<file path="config.mk">
export PLATFORM = sky130hd
export DESIGN_NAME = credit_link_arbiter
export DESIGN_NICKNAME = d
export VERILOG_FILES = /design/src/rtl/credit_link_arbiter.sv
export SDC_FILE = /design/constraint.sdc
export NUM_CORES = 1
export LEC_CHECK = 0
export BUFFER_PORTS_ARGS = -buffer_cell sky130_fd_sc_hd__buf_2
export CORE_AREA = 2 2 133 135
export DETAILED_ROUTE_END_ITERATION = 10
export DIE_AREA = 0 0 135 137
export SLEW_MARGIN = 15
export SYNTH_ARGS = -nofsm -noshare
export SYNTH_HDL_FRONTEND = slang
export SYNTH_SLANG_ARGS = --single-unit
</file>
<file path="constraint.sdc">
create_clock -name clk -period 2.75 [get_ports clk]
set_input_delay 0.6875 -clock clk [delete_from_list [all_inputs] [get_ports clk]]
set_output_delay 0.6875 -clock clk [all_outputs]
set_load 0.05 [all_outputs]
</file>
<file path="src/rtl/credit_link_arbiter.sv">
// credit_link_arbiter
//   Round-robin arbiter sharing one credit-flow-controlled outbound link
//   among N_REQ requesters. It owns the link credit counter. It grants at
//   most one word per cycle, and only while a credit is available.
//
// Ports:
//   clk, rst_n    clock, synchronous active-low reset
//   en            arbitration enable (0 = no new grants)
//   req_valid     per-requester word available
//   req_data      packed per-requester words, requester i at [i*DATA_W +: DATA_W]
//   req_ready     one-hot grant; the granted word is consumed this cycle
//   credit_ret    one-cycle pulse returning one credit
//   link_valid    registered: link_data valid this cycle
//   link_data     registered payload
//   link_src      index of the requester that supplied link_data
//   credit_cnt    current credit count
//   err_overflow  sticky: credit returned while the count was at MAX_CREDITS
module credit_link_arbiter #(
  parameter int unsigned N_REQ        = 4,
  parameter int unsigned DATA_W       = 64,
  parameter int unsigned MAX_CREDITS  = 4,
  parameter int unsigned INIT_CREDITS = 1,
  localparam int unsigned SRC_W       = $clog2(N_REQ),
  localparam int unsigned CNT_W       = $clog2(MAX_CREDITS + 1)
) (
  input  logic                      clk,
  input  logic                      rst_n,
  input  logic                      en,
  input  logic [N_REQ-1:0]          req_valid,
  input  logic [N_REQ*DATA_W-1:0]   req_data,
  output logic [N_REQ-1:0]          req_ready,
  input  logic                      credit_ret,
  output logic                      link_valid,
  output logic [DATA_W-1:0]         link_data,
  output logic [SRC_W-1:0]          link_src,
  output logic [CNT_W-1:0]          credit_cnt,
  output logic                      err_overflow
);

  localparam logic [CNT_W-1:0] MAX_C  = CNT_W'(MAX_CREDITS);
  localparam logic [CNT_W-1:0] INIT_C = CNT_W'(INIT_CREDITS);
  localparam logic [SRC_W-1:0] LAST   = SRC_W'(N_REQ - 1);

  logic [SRC_W-1:0]  ptr_q;
  logic              valid_q;
  logic [DATA_W-1:0] data_q;
  logic [SRC_W-1:0]  src_q;
  logic [CNT_W-1:0]  credit_q, credit_d;
  logic              err_q, err_d;

  logic              win_found;
  logic [SRC_W-1:0]  win_idx;
  logic              grant;

  // Winner: first valid requester searching upward from ptr_q+1, wrapping.
  always_comb begin
    int unsigned cand;
    cand      = 0;
    win_found = 1'b0;
    win_idx   = '0;
    for (int unsigned i = 1; i <= N_REQ; i++) begin
      cand = 32'(ptr_q) + i;
      if (cand >= N_REQ) cand = cand - N_REQ;
      if (!win_found && req_valid[cand[SRC_W-1:0]]) begin
        win_found = 1'b1;
        win_idx   = cand[SRC_W-1:0];
      end
    end
  end

  // Grant depends on the registered count only, so a same-cycle credit
  // return never enables a send; rst_n gates req_ready during reset.
  assign grant = rst_n && en && (credit_q != '0) && win_found;

  always_comb begin
    req_ready = '0;
    if (grant) req_ready[win_idx] = 1'b1;
  end

  always_comb begin
    credit_d = credit_q;
    err_d    = err_q;
    unique case ({grant, credit_ret})
      2'b10: credit_d = credit_q - CNT_W'(1);
      2'b01: begin
        if (credit_q == MAX_C) err_d = 1'b1;
        else                   credit_d = credit_q + CNT_W'(1);
      end
      default: credit_d = credit_q;
    endcase
  end

  always_ff @(posedge clk) begin
    if (!rst_n) begin
      ptr_q    <= LAST;
      valid_q  <= 1'b0;
      data_q   <= '0;
      src_q    <= '0;
      credit_q <= INIT_C;
      err_q    <= 1'b0;
    end else begin
      valid_q  <= grant;
      credit_q <= credit_d;
      err_q    <= err_d;
      if (grant) begin
        data_q <= req_data[win_idx*DATA_W +: DATA_W];
        src_q  <= win_idx;
        ptr_q  <= win_idx;
      end
    end
  end

  assign link_valid   = valid_q;
  assign link_data    = data_q;
  assign link_src     = src_q;
  assign credit_cnt   = credit_q;
  assign err_overflow = err_q;

endmodule

</file>
==> results.md, run 1 <==
* Status: finished clean
* CP delay by family, top: simple AND/OR/NAND/NOR gates
* Nature of the critical path startpoint: primary input
* Routed WL at 17.3 mm
* Peak Freq at 372 MHz
* Die Wd at 135 um
* Ant. Diodes at 0
* # IOs at 339
* Slew margin rel. at 54.2%
* Total gr overflow at 0
* Worst-path maximum fanout at 6
* Die Area at 18500 um^2
* Sequential area share after synthesis at 31.2%
* DP HPWL at 12.4 mm
* Placer Congestion at 0.767
* First-pass GRT wire length at 25.6 mm
* Prevailing post-synth register cell: dfxtp_1
* Seq cells post-synth at 73
* Capturing element type of the critical path: output port
* Final worst path period share at 97.7%
* Synth top cells by count: dfxtp_1 (73), o21ai_0 (65), a211oi_1 (52)
* CTS buffer count at 9
* Gr usage total at 17.5%
* Hold-fix buffers, CTS at 0
* Crit-path cells: buf_2, nor4_2, or2_1, nor2_4, and2_2, buf_2
* Setup violators final at 0
* Static Leak at 3.34 nW
* Largest net degree at the start of global routing at 66
* Crit path kind: in -> out
* H-tree Lvls at 3
* Post-synth EDFFs at 0
* Port buffer count at 338
* Worst-path clk slew at 0.06 ns
* Via density at 5.03
* Post-Synthesis Cell Area at 4680 um^2
* Total power at 4.04 mW
* Mapped Cells at 502
* Antenna-violating nets left at 0
* P&R area growth vs syn at 45.4%
* Final Max Tran Viols at 0
* Mapped Avg Cell Area at 9.33 um^2
* WL/cell at 16.6 um
* Clk sinks at 73
* Non-Filler Cell Area, Final at 6810 um^2
* Most common cell in the synthesized netlist: dfxtp_1
* Die height at 137 um
* Top cell type's share of synthesized area at 31.2%
* Fill count at 1791
* Pwr/cell area at 593 nW/um^2
* Crit path required time at 2.06 ns
* Tmin final at 2.69 ns
* DR pass1 iterations at 4
* Core area at 17100 um^2
* Critical path's most frequent cell: buf_2
* Via count at 5244
* Most area-consuming cells after synthesis: dfxtp_1 (31%), mux2_4 (11%), a211oi_1 (8.3%)
* Final Hold Fails at 0
* Rows at 48
* Slowest CP cell: nor4_2
* Iter 0 DRT Violations at 270
* Post-synth ARST share at 0%
* Clock Path Buffers at 2
* Placed inst area at 6540 um^2
* Warnings from Yosys at 0
* Remaining DRCs at 0
* Antenna violations before repair at 0
* Clock Latency Late Sink at 0.34 ns
* Tightest Pin Transition at 0.687 ns
* WP data arrival at 2.00 ns
* Fraction of layout cells with a size suffix above 1 at 52.7%
* Root Driver: clkbuf_16
* Distinct cells, synth at 49
* Max Cap Viol at 0
* CP peak stage delay at 0.37 ns
* RSZ-0062 raised after global routing: no
* Synthesized net count at 767
* Post-CTS setup buffer count at 0
* CTS tree: yes
* Starting density of the core at 27.5%
* Buf/Inv on CP at 2
* Yosys top cell by area: dfxtp_1
* NumNets Final at 1078
* Vias in the first global route at 5035
* Maximum vdd ir drop at 0.285 mV
* Worst hold path type: reg -> reg
* Fin Clk Skew at 0.00866 ns
[cells by family after synthesis]
family / share of synthesized area, %
XOR/XNOR: 0.374
flip-flops: 31.2
AO/OA/AOI/OAI: 31.2
buffers and inverters: 7.54
AND/OR/NAND/NOR: 11.1
adder cells (fa/ha/maj): 0.428
multiplexers: 18.1
[sequential cells by signal, indices dropped and copies added (netlist names)]
name	flops
credit_cnt	3
link_data	64
link_valid	1
link_src	2
ptr_q	2
err_overflow	1
[through the flow]
step	TNS (ns)	setup WS, ns	hold WS, ns	std cells	util (%)
final	0	0.0627	0.462	1043	39.9
after global routing	0	0.0269	0.491	1043	39.9
after CTS	0	0.0363	0.467	1043	39.9
after detailed placement	-0.0153	-0.0153	0.454	1027	38.4
after global placement	0	0.0716	0.441	1027	38.4
after floorplan	0	0.0309	0.526	502	-
[worst register-to-register path, cell delays in order (launching register included)]
cell       delay [ns]
dfxtp_2          0.35
o311ai_1         0.40
or2_1            0.30
buf_4            0.16
nand2_1          0.08
fa_1             0.40
inv_1            0.07
a2bb2oi_1        0.20
xnor2_1          0.08
and2_1           0.14
[per-layer routing]
layer	vias to the layer above	share of wire, %	routed length [um]	global-route usage (%)
li1	2571	-	-	-
met1	2428	41	7080	21.3
met2	226	50	8740	30.8
met3	19	6.9	1200	3.89
met4	0	1.7	294	5.84
met5	-	0	0	0
[report_power, final]
| part | switching (mW) | internal, mW | total [mW] | leakage [nW] |
|---|---|---|---|---|
| logic | 1.06 | 0.628 | 1.69 | 2.61 |
| registers | 0.0870 | 1.21 | 1.29 | 0.601 |
| clock network | 0.447 | 0.605 | 1.05 | 0.130 |
[final timing paths]
check	startpoint	endpoint	slack, ns	cells after the start
max	req_valid[3]	req_ready[3]	0.06	6
min	link_data[60]$_SDFFE_PN0P_	link_data[60]$_SDFFE_PN0P_	0.46	2
max reg2reg	credit_cnt[0]$_SDFFE_PN1P_	credit_cnt[2]$_SDFFE_PN0P_	0.46	9
min reg2reg	link_data[60]$_SDFFE_PN0P_	link_data[60]$_SDFFE_PN0P_	0.46	2
[cells in the final DEF, fill, tap and decap left out, drive strengths merged, types with 2 or more instances in the layout]
master / count
a211oi: 56
a21boi: 3
a21oi: 36
a221o: 35
a2bb2oi: 3
and2: 3
and3: 28
buf: 355
clkbuf: 12
clkinv: 4
dfxtp: 73
inv: 4
mux2: 35
mux2i: 31
nand2: 9
nand3: 36
nor2: 7
nor2b: 2
o211ai: 3
o21ai: 65
or2: 2
xnor2: 2
[final cells by class]
cell class / count / area (um^2) / area share (%)
well taps: 225 / 282 / 4.14
clock inverters: 4 / 20.0 / 0.294
flip-flops and latches: 73 / 1470 / 21.5
repair buffers: 355 / 1880 / 27.6
multi-input cells: 370 / 2910 / 42.7
inverters: 4 / 15.0 / 0.221
clock buffers: 12 / 236 / 3.47
[what timing repair did]
action,4_1_cts,5_1_grt
endpoints found under the hold margin,0,0
resized for setup,1,2
setup endpoints to repair,1,2
Note: power is estimated with default switching activity, not from simulation.
==> run 2, diff against run 1 <==
--- a/config.mk
+++ b/config.mk
@@ -6,9 +6,9 @@
 export NUM_CORES = 1
 export LEC_CHECK = 0
 export BUFFER_PORTS_ARGS = -buffer_cell sky130_fd_sc_hd__buf_2
-export CORE_AREA = 2 2 133 135
+export CORE_AREA = 2 2 132 134
 export DETAILED_ROUTE_END_ITERATION = 10
-export DIE_AREA = 0 0 135 137
+export DIE_AREA = 0 0 134 136
 export SLEW_MARGIN = 15
 export SYNTH_ARGS = -nofsm -noshare
 export SYNTH_HDL_FRONTEND = slang
==> constraint.sdc (replaced) <==
create_clock -name clk -period 2.24 [get_ports clk]
set_input_delay 0.56 -clock clk [delete_from_list [all_inputs] [get_ports clk]]
set_output_delay 0.56 -clock clk [all_outputs]
set_load 0.05 [all_outputs]
==> results.md, run 2 (synthesis gave the netlist of run 1 again) <==
* Status: complete, but fails checks (was finished clean)
* Violated checks: setup timing
* CTS buffer count at 9 (unchanged)
* Remaining DRCs at 0 (unchanged)
* Via density at 5.06 (was 5.03)
* Nature of the critical path startpoint: primary input (unchanged)
* First-pass GRT wire length at 26.6 mm (was 25.6 mm)
* Total gr overflow at 0 (unchanged)
* Clock Path Buffers at 2 (unchanged)
* Die Area at 18200 um^2 (was 18500 um^2)
* DR pass1 iterations at 4 (unchanged)
* Final worst path period share at 101%
* Core area at 16900 um^2 (was 17100 um^2)
* Gr usage total at 18.3% (was 17.5%)
* Reg2reg path depth at 10 (was 9)
* Total power at 5.26 mW (was 4.04 mW)
* Die height at 136 um (was 137 um)
* Final WS setup at -0.0334 ns (was 0.0627 ns)
* RSZ-0062 raised after global routing: yes (was no)
* WL/cell at 16.6 um (about the same)
* CTS tree: yes (unchanged)
* NumNets Final at 1112 (was 1078)
* Final Max Tran Viols at 0 (unchanged)
* Commonest non-fill, non-tap cell in the layout: buf_2 (unchanged)
* Most frequent cells in the layout: buf_2 (333), dfxtp_1 (68), o21ai_0 (64), a211oi_1 (52), buf_4 (39) (was buf_2 (338), dfxtp_1 (69), o21ai_0 (64), a211oi_1 (52))
* Ant. Diodes at 0 (unchanged)
* Via count at 5448 (was 5244)
* DP HPWL at 13.3 mm (was 12.4 mm)
* Number of flip-flops in the largest register at 64 (unchanged)
* Clk sinks at 73 (unchanged)
* Placer Congestion at 0.773 (was 0.767)
* Slew margin rel. at 73.7% (was 54.2%)
* Port buffer count at 338 (unchanged)
* Sequential Area at 1480 um^2 (was 1470 um^2)
* Starting density of the core at 27.7% (was 27.5%)
* Pwr/cell area at 723 nW/um^2 (was 593 nW/um^2)
* Fraction of layout cells with a size suffix above 1 at 55.3% (was 52.7%)
* Root Driver: clkbuf_16 (unchanged)
* P&R area growth vs syn at 55.5% (was 45.4%)
* Tightest Pin Transition at 0.394 ns (was 0.687 ns)
* Die Wd at 134 um (was 135 um)
* Crit path required time at 1.68 ns (was 2.06 ns)
* Iter 0 DRT Violations at 216 (was 270)
* H-tree Lvls at 3 (unchanged)
* Routed WL at 17.8 mm (was 17.3 mm)
* Vias in the first global route at 5398 (was 5035)
* Crit path kind: in -> out (unchanged)
* Clock Latency Late Sink at 0.34 ns (about the same)
* Fin Clk Skew at 0.00693 ns (was 0.00866 ns)
* Worst-path clk slew at 0.06 ns (about the same)
* Min Hold Slack at 0.468 ns (was 0.462 ns)
* Final Hold Fails at 0 (unchanged)
* Hold path depth at 2 (unchanged)
* Capturing element type of the critical path: output port (unchanged)
* Multi-input combinational cell area at 2960 um^2 (was 2910 um^2)
* Static Leak at 3.56 nW (was 3.34 nW)
* Worst hold path type: reg -> reg (unchanged)
* Tmin final at 2.27 ns
* Peak Freq at 440 MHz
* Rows at 48 (unchanged)
* Max Cap Viol at 0 (unchanged)
* Setup violators final at 1 (was 0)
* Antenna-violating nets left at 0 (unchanged)
* Maximum vdd ir drop at 0.360 mV (was 0.285 mV)
* Worst-path maximum fanout at 5 (was 6)
* Antenna violations before repair at 0 (unchanged)
* Largest net degree at the start of global routing at 53 (was 66)
* Fill count at 1710 (was 1791)
* # IOs at 339 (unchanged)
* WP data arrival at 1.71 ns (was 2.00 ns)
[run 2: cell count changes in the layout (fill, tap and decap cells not counted), sizes merged]
cell      change
buf          +34
clkinv        -3
clkinvlp      +3
bufinv        +1
clkbuf        -1
[run 2: per-layer routing]
metal  global-route usage [%]  vias up  wire [um]
li1                         -     2639          -
met1                     21.0     2536       7200
met2                     33.1      233       9010
met3                     3.47       40       1130
met4                     8.10        0        489
met5                        0        -          0
[run 2: timing repair]
action                                  4_1_cts  5_1_grt
endpoints found under the setup margin        4        4
setup buffers                                 5        2
hold buffers                                  0        0
pin swaps                                     4        3
resized for setup                            18        3
[run 2: through the flow]
stage / setup slack [ns] / area, um^2 / util [%] / instances / TNS (ns)
floorplan: -0.0160 / 4750 / - / 502 / -0.0306
global placement: -0.217 / 6860 / 40.6 / 1054 / -3.42
detailed placement: -0.213 / 6860 / 40.6 / 1054 / -3.49
CTS: -0.0552 / 7260 / 43.0 / 1075 / -0.0696
global route: -0.0658 / 7280 / 43.1 / 1077 / -0.164
finish: -0.0334 / 7280 / 43.1 / 1077 / -0.0334
[run 2: critical path: stages]
cell     delay, ns
buf_6         0.10
buf_6         0.12
and3b_2       0.21
o31ai_4       0.26
buf_6         0.14
nor2_4        0.03
and2_4        0.15
buf_8         0.14
[run 2: area by class of cell]
class | instances | share of cell area (%)
sequential | 73 | 20.3
clock inverter | 5 | 0.790
tap | 225 | 3.87
timing repair buffer | 389 | 31.0
multi-input combinational | 370 | 40.6
clock buffer | 11 | 3.20
inverter | 4 | 0.241
[run 2: where the power goes]
group | total, mW | internal (mW) | switching, mW
clock network | 1.45 | 0.862 | 0.589
logic | 2.23 | 0.878 | 1.36
registers | 1.58 | 1.48 | 0.0961
[run 2: final timing paths]
path                            start                    endpoint  slack (ns)
min reg2reg  link_src[0]$_SDFFE_PN0P_    link_src[0]$_SDFFE_PN0P_        0.47
min          link_src[0]$_SDFFE_PN0P_    link_src[0]$_SDFFE_PN0P_        0.47
max reg2reg     ptr_q[1]$_SDFFE_PN1P_  link_data[25]$_SDFFE_PN0P_        0.18
max                      req_valid[3]                req_ready[3]       -0.03
==> run 3, diff against run 2 <==
==> constraint.sdc (replaced) <==
create_clock -name clk -period 2.24 [get_ports clk]
set_input_delay 0.448 -clock clk [delete_from_list [all_inputs] [get_ports clk]]
set_output_delay 0.448 -clock clk [all_outputs]
set_load 0.05 [all_outputs]
==> results.md, run 3 (synthesis gave the netlist of run 1 again) <==
* Worst-path maximum fanout at 5 (unchanged)
* First-pass GRT wire length at 27.1 mm (was 26.6 mm)
* Commonest non-fill, non-tap cell in the layout: buf_2 (unchanged)
* # IOs at 339 (unchanged)
* Remaining DRCs at 0 (unchanged)
* NumNets Final at 1092 (was 1112)
* Via count at 5318 (was 5448)
* Clk sinks at 73 (unchanged)
* Clock Path Buffers at 2 (unchanged)
* Crit-path cells: o311ai_4, or2_4, buf_4, nor2_4, and2_4, buf_8 (was buf_6, buf_6, and3b_2, o31ai_4, buf_6, nor2_4, and2_4, buf_8)
* P&R area growth vs syn at 51.0% (was 55.5%)
* Slew margin rel. at 72.0% (was 73.7%)
* Die Wd at 134 um (unchanged)
* Total gr overflow at 0 (unchanged)
* H-tree Lvls at 3 (unchanged)
* Crit path required time at 1.79 ns (was 1.68 ns)
* Comb power frac at 41.4% (was 42.4%)
* CTS buffer count at 9 (unchanged)
* Via density at 5.03 (was 5.06)
* NetSw at 2.04 mW (about the same)
* Fill count at 1731 (was 1710)
* Root Driver: clkbuf_16 (unchanged)
* Most frequent cells in the layout: buf_2 (335), dfxtp_1 (68), o21ai_0 (64), a211oi_1 (52) (was buf_2 (333), dfxtp_1 (68), o21ai_0 (64), a211oi_1 (52), buf_4 (39))
* Antenna-violating nets left at 0 (unchanged)
* Min Hold Slack at 0.429 ns (was 0.468 ns)
* Worst hold path type: in -> reg (was reg -> reg)
* Tmin final at 2.19 ns (was 2.27 ns)
* DP HPWL at 12.8 mm (was 13.3 mm)
* Final Hold Fails at 0 (unchanged)
* Die Area at 18200 um^2 (unchanged)
* Placer Congestion at 0.778 (was 0.773)
* Tightest Pin Transition at 0.420 ns (was 0.394 ns)
* Fin util at 41.9% (was 43.1%)
* Final worst path period share at 97.8% (was 101%)
* Total internal power at 3.18 mW (was 3.22 mW)
* Worst-path clk slew at 0.07 ns (was 0.06 ns)
* R2R Setup Slk at 0.25 ns (was 0.18 ns)
* Clock Power Share at 27.9% (was 27.6%)
* Status: finished clean (was complete, but fails checks)
* Fin Clk Skew at 0.0119 ns (was 0.00693 ns)
* Peak Freq at 457 MHz (was 440 MHz)
* Reg power frac at 30.6% (was 30.0%)
* Die height at 136 um (unchanged)
* Sequential Area at 1480 um^2 (about the same)
* Setup violators final at 0 (was 1)
* Sw Ratio at 39.1% (was 38.8%)
* WP data arrival at 1.74 ns (was 1.71 ns)
* Fraction of layout cells with a size suffix above 1 at 54.3% (was 55.3%)
* Core area at 16900 um^2 (unchanged)
* Starting density of the core at 27.7% (unchanged)
* Vias in the first global route at 5171 (was 5398)
* Nature of the critical path startpoint: flop (was primary input)
* Finished Layout Cells at 1057 (was 1077)
* Largest net degree at the start of global routing at 64 (was 53)
* CP peak stage delay at 0.37 ns (was 0.26 ns)
* Maximum vdd ir drop at 0.419 mV (was 0.360 mV)
* Crit path kind: reg -> out (was in -> out)
* WL/cell at 16.9 um (was 16.6 um)
* DR pass1 iterations at 4 (unchanged)
* Placed insts at 1037 (was 1054)
* CTS tree: yes (unchanged)
* Ant. Diodes at 0 (unchanged)
* Max Cap Viol at 0 (unchanged)
* Antenna violations before repair at 0 (unchanged)
* Slowest CP cell: dfxtp_4 (was o31ai_4)
* Final Max Tran Viols at 0 (unchanged)
* Iter 0 DRT Violations at 295 (was 216)
* Clock Latency Late Sink at 0.34 ns (about the same)
* Port buffer count at 338 (unchanged)
* Routed WL at 17.8 mm (about the same)
* Number of flip-flops in the largest register at 64 (unchanged)
* Pwr/cell area at 739 nW/um^2 (was 723 nW/um^2)
* Static Leak at 3.46 nW (was 3.56 nW)
* Gr usage total at 18.7% (was 18.3%)
* Rows at 48 (unchanged)
* Multi-input combinational cell area at 2950 um^2 (was 2960 um^2)
* Capturing element type of the critical path: output port (unchanged)
-- run 3: cell count changes in the layout (fill, tap and decap cells not counted), moves of 2 or more --
cell / before / now
buf_2: 333 / 335
buf_4: 39 / 23
buf_6: 4 / 2
dfxtp_2: 0 / 2
dfxtp_4: 5 / 3
buf_12: 11 / 8
clkinvlp_4: 3 / 1
clkinv_4: 0 / 3
-- run 3: power by group through the flow --
stage          logic [mW]  clock network (mW)  registers [mW]
6_report             2.16                1.46            1.60
5_1_grt              2.30                1.56            1.62
4_1_cts              2.15                1.50            1.60
3_5_place_dp         2.13                   0            1.62
3_3_place_gp         2.12                   0            1.62
2_1_floorplan       0.897                   0            2.20
-- run 3: cell type report --
type,instances,area share (%)
Multi-Input combinational cell,370,41.8
Timing Repair Buffer,369,29.0
Sequential cell,73,20.9
Tap cell,225,3.98
Clock buffer,10,3.24
Clock inverter,6,0.973
Inverter,4,0.212
-- run 3: final timing paths --
kind	endpoint	start	cells after the start
max	req_ready[3]	credit_cnt[0]$_SDFFE_PN1P_	6
min	link_data[37]$_SDFFE_PN0P_	req_data[101]	3
max reg2reg	credit_cnt[2]$_SDFFE_PN0P_	credit_cnt[0]$_SDFFE_PN1P_	8
min reg2reg	link_src[1]$_SDFFE_PN0P_	link_src[1]$_SDFFE_PN0P_	2
-- run 3: per-layer routing --
layer	global-route usage [%]	routed length (um)	vias to the layer above
li1	-	-	2604
met1	23.2	7530	2470
met2	31.9	8790	215
met3	3.28	1010	29
met4	8.16	515	0
met5	0	0	-
-- run 3: what timing repair did --
| action | in CTS | in global routing |
|---|---|---|
| gates resized for setup | 14 | 5 |
| pin swaps | 0 | 1 |
| setup buffers | 0 | 4 |
| endpoints found under the setup margin | 4 | 4 |
| hold buffers | 0 | 0 |
-- run 3: critical path, delay by kind of cell, from the launching register on --
kind,cells,cell delay [ns]
simple gates,3,0.42
flops,1,0.37
compound gates,1,0.35
buf+inv,2,0.27
-- run 3: through the flow --
stage | area, um^2 | setup TNS (ns) | total power, mW | setup slack (ns)
6_report | 7070 | 0 | 5.22 | 0.0494
5_1_grt | 7070 | -0.0318 | 5.48 | -0.0282
4_1_cts | 7020 | 0 | 5.25 | 0.00721
3_5_place_dp | 6670 | -0.00690 | 3.75 | -0.00690
3_3_place_gp | 6670 | -0.000814 | 3.74 | -0.000814
2_1_floorplan | 4710 | -0.00981 | 3.10 | -0.00981
